--- src/rtl/mem_load_initiator.sv ---
// rtl/mem_load_initiator.sv - initiator side of the load_mem/done -> ready/ready2 handshake
// Issues a load, closes the transfer window, then waits for two acknowledges with timeout and retry.
module mem_load_initiator #(
  parameter int LOAD_CYCLES = 4,
  parameter int TIMEOUT     = 8,
  parameter int MAX_RETRY   = 2,
  localparam int RW = (MAX_RETRY > 0) ? $clog2(MAX_RETRY + 1) : 1
) (
  input  logic          clk,
  input  logic          rst_n,
  input  logic          start,
  input  logic          abort,
  input  logic          ready,
  input  logic          ready2,
  output logic          load_mem,
  output logic          done,
  output logic          busy,
  output logic          pass,
  output logic          fail,
  output logic [RW-1:0] retries
);

  localparam int CMAX = (LOAD_CYCLES > TIMEOUT) ? LOAD_CYCLES : TIMEOUT;
  localparam int CW   = $clog2(CMAX + 1);
  localparam logic [CW-1:0] XFER_LAST = CW'(LOAD_CYCLES - 1);
  localparam logic [CW-1:0] WAIT_LAST = CW'(TIMEOUT);
  localparam logic [RW-1:0] RETRY_MAX = RW'(MAX_RETRY);

  typedef enum logic [2:0] {
    IDLE, LOAD, XFER, DONE, WAIT_RDY, WAIT_RDY2
  } state_t;

  state_t        state, state_n;
  logic [CW-1:0] cnt, cnt_n, cnt_inc;
  logic [RW-1:0] retries_n;
  logic          pass_n, fail_n, timed_out, timeout_hit;

  always_comb begin
    state_n     = state;
    cnt_n       = cnt;
    retries_n   = retries;
    pass_n      = 1'b0;
    fail_n      = 1'b0;
    timeout_hit = 1'b0;
    cnt_inc     = (cnt == {CW{1'b1}}) ? cnt : cnt + CW'(1);
    // cnt counts completed wait cycles, so cnt_inc is the number of the current one
    timed_out   = (cnt_inc >= WAIT_LAST);

    unique case (state)
      IDLE: begin
        if (start && !abort) begin
          state_n   = LOAD;
          cnt_n     = '0;
          retries_n = '0;
        end
      end
      LOAD: begin
        if (abort) begin
          state_n = IDLE;
        end else if (ready) begin
          state_n = IDLE;
          fail_n  = 1'b1;
        end else if (LOAD_CYCLES == 1) begin
          state_n = DONE;
        end else begin
          state_n = XFER;
          cnt_n   = CW'(1);
        end
      end
      XFER: begin
        if (abort) begin
          state_n = IDLE;
        end else if (ready) begin
          state_n = IDLE;
          fail_n  = 1'b1;
        end else if (cnt >= XFER_LAST) begin
          state_n = DONE;
        end else begin
          cnt_n = cnt_inc;
        end
      end
      DONE: begin
        if (abort) begin
          state_n = IDLE;
        end else begin
          state_n = WAIT_RDY;
          cnt_n   = '0;
        end
      end
      WAIT_RDY: begin
        if (abort) begin
          state_n = IDLE;
        end else if (ready && ready2) begin
          state_n = IDLE;
          pass_n  = 1'b1;
        end else if (ready) begin
          state_n = WAIT_RDY2;
          cnt_n   = '0;
        end else if (timed_out) begin
          timeout_hit = 1'b1;
        end else begin
          cnt_n = cnt_inc;
        end
      end
      WAIT_RDY2: begin
        if (abort) begin
          state_n = IDLE;
        end else if (ready2) begin
          state_n = IDLE;
          pass_n  = 1'b1;
        end else if (timed_out) begin
          timeout_hit = 1'b1;
        end else begin
          cnt_n = cnt_inc;
        end
      end
      default: state_n = IDLE;
    endcase

    if (timeout_hit) begin
      cnt_n = '0;
      if (retries < RETRY_MAX) begin
        retries_n = retries + RW'(1);
        state_n   = LOAD;
      end else begin
        state_n = IDLE;
        fail_n  = 1'b1;
      end
    end
  end

  // Outputs are decoded from the next state so each pulse lines up with its state.
  always_ff @(posedge clk or negedge rst_n) begin
    if (!rst_n) begin
      state    <= IDLE;
      cnt      <= '0;
      retries  <= '0;
      load_mem <= 1'b0;
      done     <= 1'b0;
      busy     <= 1'b0;
      pass     <= 1'b0;
      fail     <= 1'b0;
    end else begin
      state    <= state_n;
      cnt      <= cnt_n;
      retries  <= retries_n;
      load_mem <= (state_n == LOAD);
      done     <= (state_n == DONE);
      busy     <= (state_n != IDLE);
      pass     <= pass_n;
      fail     <= fail_n;
    end
  end

endmodule

--- config.mk ---
export PLATFORM = sky130hd
export DESIGN_NAME = mem_load_initiator
export DESIGN_NICKNAME = d
export VERILOG_FILES = /design/src/rtl/mem_load_initiator.sv
export SDC_FILE = /design/constraint.sdc
export NUM_CORES = 1
export LEC_CHECK = 0
export ABC_AREA = 1
export ABC_CLOCK_PERIOD_IN_PS = 2000
export CAP_MARGIN = 10
export CORE_UTILIZATION = 45
export DETAILED_ROUTE_END_ITERATION = 8
export PLACE_DENSITY = 0.64
export SKIP_LAST_GASP = 1
export SLEW_MARGIN = 5
export SYNTH_ARGS = -nofsm -noshare
export SYNTH_HDL_FRONTEND = slang
export SYNTH_SLANG_ARGS = --single-unit
--- constraint.sdc ---
create_clock -name clk -period 2 [get_ports clk]
set_clock_uncertainty 0.05 [all_clocks]
set_input_delay 0.6 -clock clk [delete_from_list [all_inputs] [get_ports clk]]
set_output_delay 0.6 -clock clk [all_outputs]
set_load 0.02 [all_outputs]
* Yosys cells after proc, flatten, opt, wreduce, memory -nomap -nowiden
Cells that the tools add are included.
Word-level totals: register bits after elaboration 14, logic and storage cells 92
Operators by class: $add $sub $neg 2, $lt $le $gt $ge 3, equal/unequal tests 19, mux-type cells 52, reduce and logical (&&, ||, !) cells 8
Operators by type and width (number):
- $mux 4 | 15
- $mux 3 | 11
- $ne 3x3->1 const B | 11
- $pmux 4 s6 | 1
- $pmux 3 s6 | 1
- $mux 1 | 16
- $mux 2 | 6
- $reduce_and 12->1 | 1
- $eq 3x2->1 const B | 3
- $reduce_bool 7->1 | 1
- $eq 3x1->1 const B | 2
- $eq 3x3->1 const B | 2
- $add 4x1->4 const B | 1
- $eq 4x4->1 const B | 1
- $ge 4x2->1 const B | 1
- $ge 4x4->1 const B | 1
- $pmux 1 s2 | 2
- $logic_not 3->1 | 1
- $reduce_bool 3->1 | 1
- $add 2x1->2 const B | 1
- $logic_and 1x1->1 | 2
- $lt 2x2->1 const B | 1
- $reduce_or 2->1 | 1
- $logic_not 1->1 | 1

* Logic depth before layout (Yosys ltp)
depth after elaboration 10, mapped depth 10

* Worst setup path before layout
OpenSTA, ideal clock, no wires.
kind reg-to-reg, start point register cnt[0], end point register load_mem, arrival 1.280 ns, required time 1.831 ns, setup slack 0.551 ns, stages on the path, launching flop included 9, path buffers 0, period minus slack after synthesis 1.449 ns, cells stage by stage dfrtp_1 > ha_1 > nand3_1 > nand2_1 > nand2_2 > nand2_1 > inv_2 > nor2_2 > and2_1
On the way: word-level cells in the longest chain between the ends 10
Ends and longest elaborated chain:
- start: declaration | RTL line 34 | logic [CW-1:0] cnt, cnt_n, cnt_inc;
- start signal: assignment | RTL line 145 | cnt <= cnt_n;
- $add 4x1->4 or $eq 4x4->1 (tied branches) | RTL line 45 | cnt_inc = (cnt == {CW{1'b1}}) ? cnt : cnt + CW'(1);
- $mux 4 | RTL line 45
- $ge 4x4->1 | RTL line 47 | timed_out = (cnt_inc >= WAIT_LAST);
- $mux 1 | RTL line 99, 111
- $mux 1 | RTL line 96 | end else if (ready) begin
- $mux 1 | RTL line 93 | end else if (ready && ready2) begin
- $mux 1 | RTL line 91 | if (abort) begin
- $pmux 1 s2 | RTL line 49 | unique case (state)
- $mux 3 * | RTL line 120 | if (timeout_hit) begin
- via state_n[2] | RTL line 33 | state_t state, state_n;
- $eq 3x1->1 * | RTL line 147 | load_mem <= (state_n == LOAD);
- end signal: assignment | RTL line 147
- end: declaration | RTL line 15 | output logic load_mem,
Mark *: on every way through the listed nets, which the timed path passes. The rest lies on a longest branch. A chain may end at the register's enable or synchronous reset.

* Final worst setup path
start point register retries[1], end point output port retries[1]
RTL lines:
- start: declaration | RTL line 20 | output logic [RW-1:0] retries
- start signal: assignment | RTL line 146 | retries <= retries_n;
No word-level cell between the ends.

==> results by group <==
Status
  – Status: finished, final reports clean

Critical path
  – Setup Crit Path Kind: reg -> out
  – Slowest CP cell: clkdlybuf4s50_1
  – Bufs and invs on worst path: 1
  – Worst Path Max Fanout: 3
  – Crit path cell chain: clkdlybuf4s50_1
  – Delay-heaviest family, CP: buffers and inverters
  – Type of origin of the critical path: register
  – WP data required: approximately 1.4 ns
  – CP arrival: about 1.3 ns
  – Largest stage delay on the critical path: slightly above 0.6 ns
  – CP endpoint kind: output pin

Pwr
  – Peak VDD IR: around 0.00046 V
  – Lkg Pwr: between 0.0006 and 0.0007 uW
  – Combinational share of power: between 10% and 20%
  – Power after layout: just under 600 uW
  – Clock share of power: approximately a third
  – Seq pwr share: approximately 50%
  – Pint: ~440 uW
  – Pwr/cell area: about 530 nW/um2
  – Switching Fraction: 25.3%
  – P_sw: between 100 and 150 uW

Synthesis
  – Top FF cell, synth: dfrtp_1
  – Syn_nets: ~140
  – Top cell type's share of synthesized area: around two fifths
  – Netlist cell types: 19
  – Dominant cell type by area after synthesis: dfrtp_1
  – Most common library cells after synthesis: nand2_1, inv_1, dfrtp_1, nand3_1, nand4_1
  – Register area share after synthesis: around 39%
  – Synthesis-stage register bit count: 14
  – Synth Instances: roughly 130
  – Synth area leaders: dfrtp_1, nand2_1, nand3_1
  – Top-count cell post-synth: nand2_1
  – Synthesized area: approximately 900 um2
  – Number of synthesized flops with an enable pin: 0
  – Asr flop ratio synth: 100%
  – Yosys warns: 0
  – Synthesized area per cell: about 6.8 um2

Die
  – Site row count: 15
  – Io pins: 13
  – Die Y: 46.8 um
  – DIE AREA: 2190 um2
  – Die span in x: 46.8 um
  – Core area: 1800 um2
  – Initial core utilization: about half

GRT
  – First-pass GRT wire length: about 3.4 mm
  – Antenna violations before repair: 0
  – GRT Total Usage: around 22%
  – Maximum number of pins on one net before global-route repair: 15
  – Global route overflow: 0
  – Number of global-route vias before repair: 821

Route
  – DRT Pass-1 Iters: 4
  – Via density: a little over 5
  – Top routing layer used: met4
  – Vias: a little over 900
  – WL final: 1.98 mm
  – Wire length on met2: roughly 900 um
  – DRT antenna net count: 0
  – DR iter-0 viols: 13
  – Drt wl/cell: 11.1 um
  – Wire length on met3: roughly 80 um
  – # DRC: 0
  – WL met1: ~1000 um

Final layout
  – Layout area overhead: 23.4%
  – Final Non-Filler Cells: approximately 180
  – Layout Utilization: approximately three fifths
  – Nets: about 160
  – Share of layout cells above drive strength 1: between 10% and 20%
  – Ant diodes: 0

STA
  – Endpoints failing setup: 0
  – Worst-margin pin slew: approximately 0.32 ns
  – Hold Violations, Final: 0
  – Final period utilization: 96.4%
  – Fmax: between 500 and 600 MHz
  – RSZ-0062 raised after global routing: no
  – Min Tclk post-route: 1.93 ns
  – Fin Setup TNS: 0 ns
  – Max Transition Viols Final: 0
  – Slew headroom: 78.7%

Worst hold path
  – Worst hold path type: reg -> reg

Clock tree
  – Worst-path clk slew: around 0.080 ns
  – CTS Buffer Depth: 2
  – Clock sinks: 14
  – Setup bufs post-CTS: 0
  – Gates resized, CTS repair: 0
  – Cts hold-fix bufs: 0
  – Worst-Skew Late Latency: 0.27 ns
  – CTS tree: yes
  – CTS HTree Levels: 1
  – Root Driver: clkbuf_4
  – CTS Buf Count: 3

Placed design
  – Port bufs: 12
  – Number of instances in the placed design: ~180
  – Post-DP HPWL: around 1.6 mm
  – GPL Wtd Cong: roughly 0.86

Run
  – Max_cap viols: 0
==> tightest hold or removal path: cells and delay by family (launching register included) <==
kind | cells | cell delay, ns
DFF | 1 | 0.36
and+or+nand+nor | 2 | 0.14
==> cells in the final DEF, fill, tap and decap left out, types with 4 or more instances in the layout <==
cell type / instances
clkdlybuf4s50_1: 12
nand4_1: 7
dfrtp_1: 14
inv_1: 18
buf_4: 5
nand3_1: 14
o21ai_0: 4
nand2_1: 48
nor2_2: 5
nor2_1: 6
==> final timing paths <==
path | from | endpoint | slack, ns | cells past startpoint
max | retries[1]$_DFF_PN0_ | retries[1] | 0.07 | 1
max reg2reg | cnt[1]$_DFFE_PN0P_ | retries[0]$_DFF_PN0_ | 0.32 | 7
max in group asynchronous | rst_n | retries[0]$_DFF_PN0_ | 1.15 | 2
min reg2reg | retries[0]$_DFF_PN0_ | retries[1]$_DFF_PN0_ | 0.47 | 2
min in group asynchronous | rst_n | busy$_DFF_PN0_ | 0.58 | 2
min | retries[0]$_DFF_PN0_ | retries[1]$_DFF_PN0_ | 0.47 | 2
==> logic make-up after synthesis <==
family / share of synthesized area, %
compound gates: 5.67
simple gates: 44.0
fa+ha+maj: 1.38
buf+inv: 10.2
flops: 38.7
==> final cells by class <==
| type | count | area, um2 |
|---|---|---|
| repair buffers | 17 | 158 |
| clock buffers | 4 | 36.3 |
| well taps | 25 | 31.3 |
| multi-input cells | 98 | 462 |
| fillers | 160 | 686 |
| inverters | 21 | 78.8 |
| flip-flops and latches | 14 | 350 |
==> metal layers <==
| layer | GRT usage (%) | vias up |
|---|---|---|
| li1 | - | 468 |
| met2 | 33.9 | 24 |
| met3 | 2.69 | 2 |
| met5 | 0 | - |
| met1 | 32.8 | 432 |
| met4 | 6.86 | 0 |
==> sequential cells by signal, summed over array words and instances, names as in the netlist <==
name      flops
load_mem      1
fail          1
state         3
busy          1
pass          1
done          1
cnt           4
retries       2
==> metrics by stage <==
step	hold slack, ns	instance area (um2)	setup slack, ns
6_report	0.467	1120	0.0718
5_1_grt	0.521	1120	0.00858
4_1_cts	0.475	1120	0.0636
3_5_place_dp	0.463	1080	-0.00511
3_3_place_gp	0.449	1080	0.00289
2_1_floorplan	0.254	905	0.551
==> power by group through the flow <==
| stage | registers (uW) | clock network [uW] | logic (uW) |
|---|---|---|---|
| 6_report | 300 | 194 | 94.8 |
| 5_1_grt | 301 | 212 | 109 |
| 4_1_cts | 300 | 202 | 95.5 |
| 3_5_place_dp | 306 | 0 | 94.9 |
| 3_3_place_gp | 306 | 0 | 94.4 |
| 2_1_floorplan | 308 | 0 | 49.8 |
Power figures use the tool's default switching activity.
==> edit (same flow settings) <==
The parameter `TIMEOUT` goes from 8 to 4.
--- a/src/rtl/mem_load_initiator.sv
+++ b/src/rtl/mem_load_initiator.sv
@@ -3,5 +3,5 @@
 module mem_load_initiator #(
   parameter int LOAD_CYCLES = 4,
-  parameter int TIMEOUT     = 8,
+  parameter int TIMEOUT     = 4,
   parameter int MAX_RETRY   = 2,
   localparam int RW = (MAX_RETRY > 0) ? $clog2(MAX_RETRY + 1) : 1
Function: same outputs for any inputs over 10 cycles, from zero or initial values and one cycle with rst_n low; that may be too few to reach the edited logic, so the function may still have changed.
==> edit against the original RTL <==
Via count shrank 15%; maximum frequency grew 0.56%; synthesized area shrank 11%; setup slack gained 11 ps; total power shrank 6.8%; wire length shrank 14%; design area shrank 11%; sequential cell count shrank 1; largest cell class unchanged.
==> edit: results (changes against the original RTL) <==
outcome: "finished, final reports clean"
cpPeakStageDelay_ps: 620  # about the same
place_area_sq_um: 966  # -11%
drive_gt1_frac: 0.108  # -0.0220
crit_start: "retries[0]"
synth_area_leaders: "dfrtp_1, nand2_1, nand3_1"
synth_fp_nets: 129  # -8.5%
rr_startpoint: "cnt[0]"
place_hpwl_um: 1340  # -16%
top_regs: "cnt x3, state x3, retries x2"
clock_sinks: 13  # -1
track_usage: 0.200  # -0.0213
min_from: "retries[1]"
synth_common_cells: "nand2_1, nor2_1, inv_1"
grt_pass1_vias: 685  # -17%
worst_slack_ps: 82.6  # +10.8 ps
swShare: 0.280  # +0.0268
met2_usage: 0.312  # -0.0271
fillCellCount: 153  # -4.4%
route.met2.wl_um: 776  # -13%
nets: 147  # -9.3%
cp_top_family: "buffers and inverters"
routed_wl_um: 1710  # -14%
grt_max_degree: 14  # -1
holdWs_ps: 473  # +5.38 ps
wire_per_inst_um: 10.5  # -5.5%
ys_seq_area_frac: 0.402  # +0.0152
syn_inst: 122  # -9.0%
grt_use_met1: 0.287  # -0.0408
met1_length_um: 811  # -19%
cp_slowest_cell: "clkdlybuf4s50_1"
synth.distinct_cells: 18  # -1
vias: 786  # -15%
crit_path_end: "retries[0]"
use_met3: 0.0245  # -0.00243
route.met3.wl_um: 105  # +31%
ir_worst_vdd_mv: 0.370  # -19%
place_ws_ps: 65.0  # +70.1 ps
drtIter0Drc: 30  # +17
p_leak_nw: 0.552  # -9.1%
grt_pass1_wl_um: 2890  # -16%
worst_r2r_endpoint: "busy"
ctsResizeCount: 0  # unchanged
async_reset_ff_frac: 1.00  # unchanged
slew_headroom: 0.628  # -0.158
globalplace.congestion: 0.840  # -1.8%
edit: cell types whose count changed after synthesis, sizes merged, moves of 3 or more:
cell   before  now
nor3        3    0
nand3      15   12
nor2       11   20
inv        21   17
nand4       7    3
edit: power by group through the flow:
stage	sequential (mW)	combinational, mW	clock (mW)
after global routing	0.291	0.122	0.170
final	0.289	0.108	0.152
after floorplan	0.294	0.0639	0
after global placement	0.293	0.105	0
after detailed placement	0.294	0.108	0
after CTS	0.289	0.108	0.157
edit: cell families (layout without fill, tap and decap cells):
family,count (synthesis),in the layout,synth area share
fa+ha+maj,1,1,0.0155
compound gates,7,7,0.0495
simple gates,83,83,0.444
buf+inv,18,35,0.0882
flops,13,13,0.402
edit: final cells by class:
class                           count  area [sq um]  share of cell area
Inverter                           17          63.8              0.0643
Tap cell                           24          30.0              0.0303
Clock buffer                        4          26.3              0.0265
Sequential cell                    13           325               0.328
Timing Repair Buffer               14           135               0.136
Multi-Input combinational cell     91           412               0.415
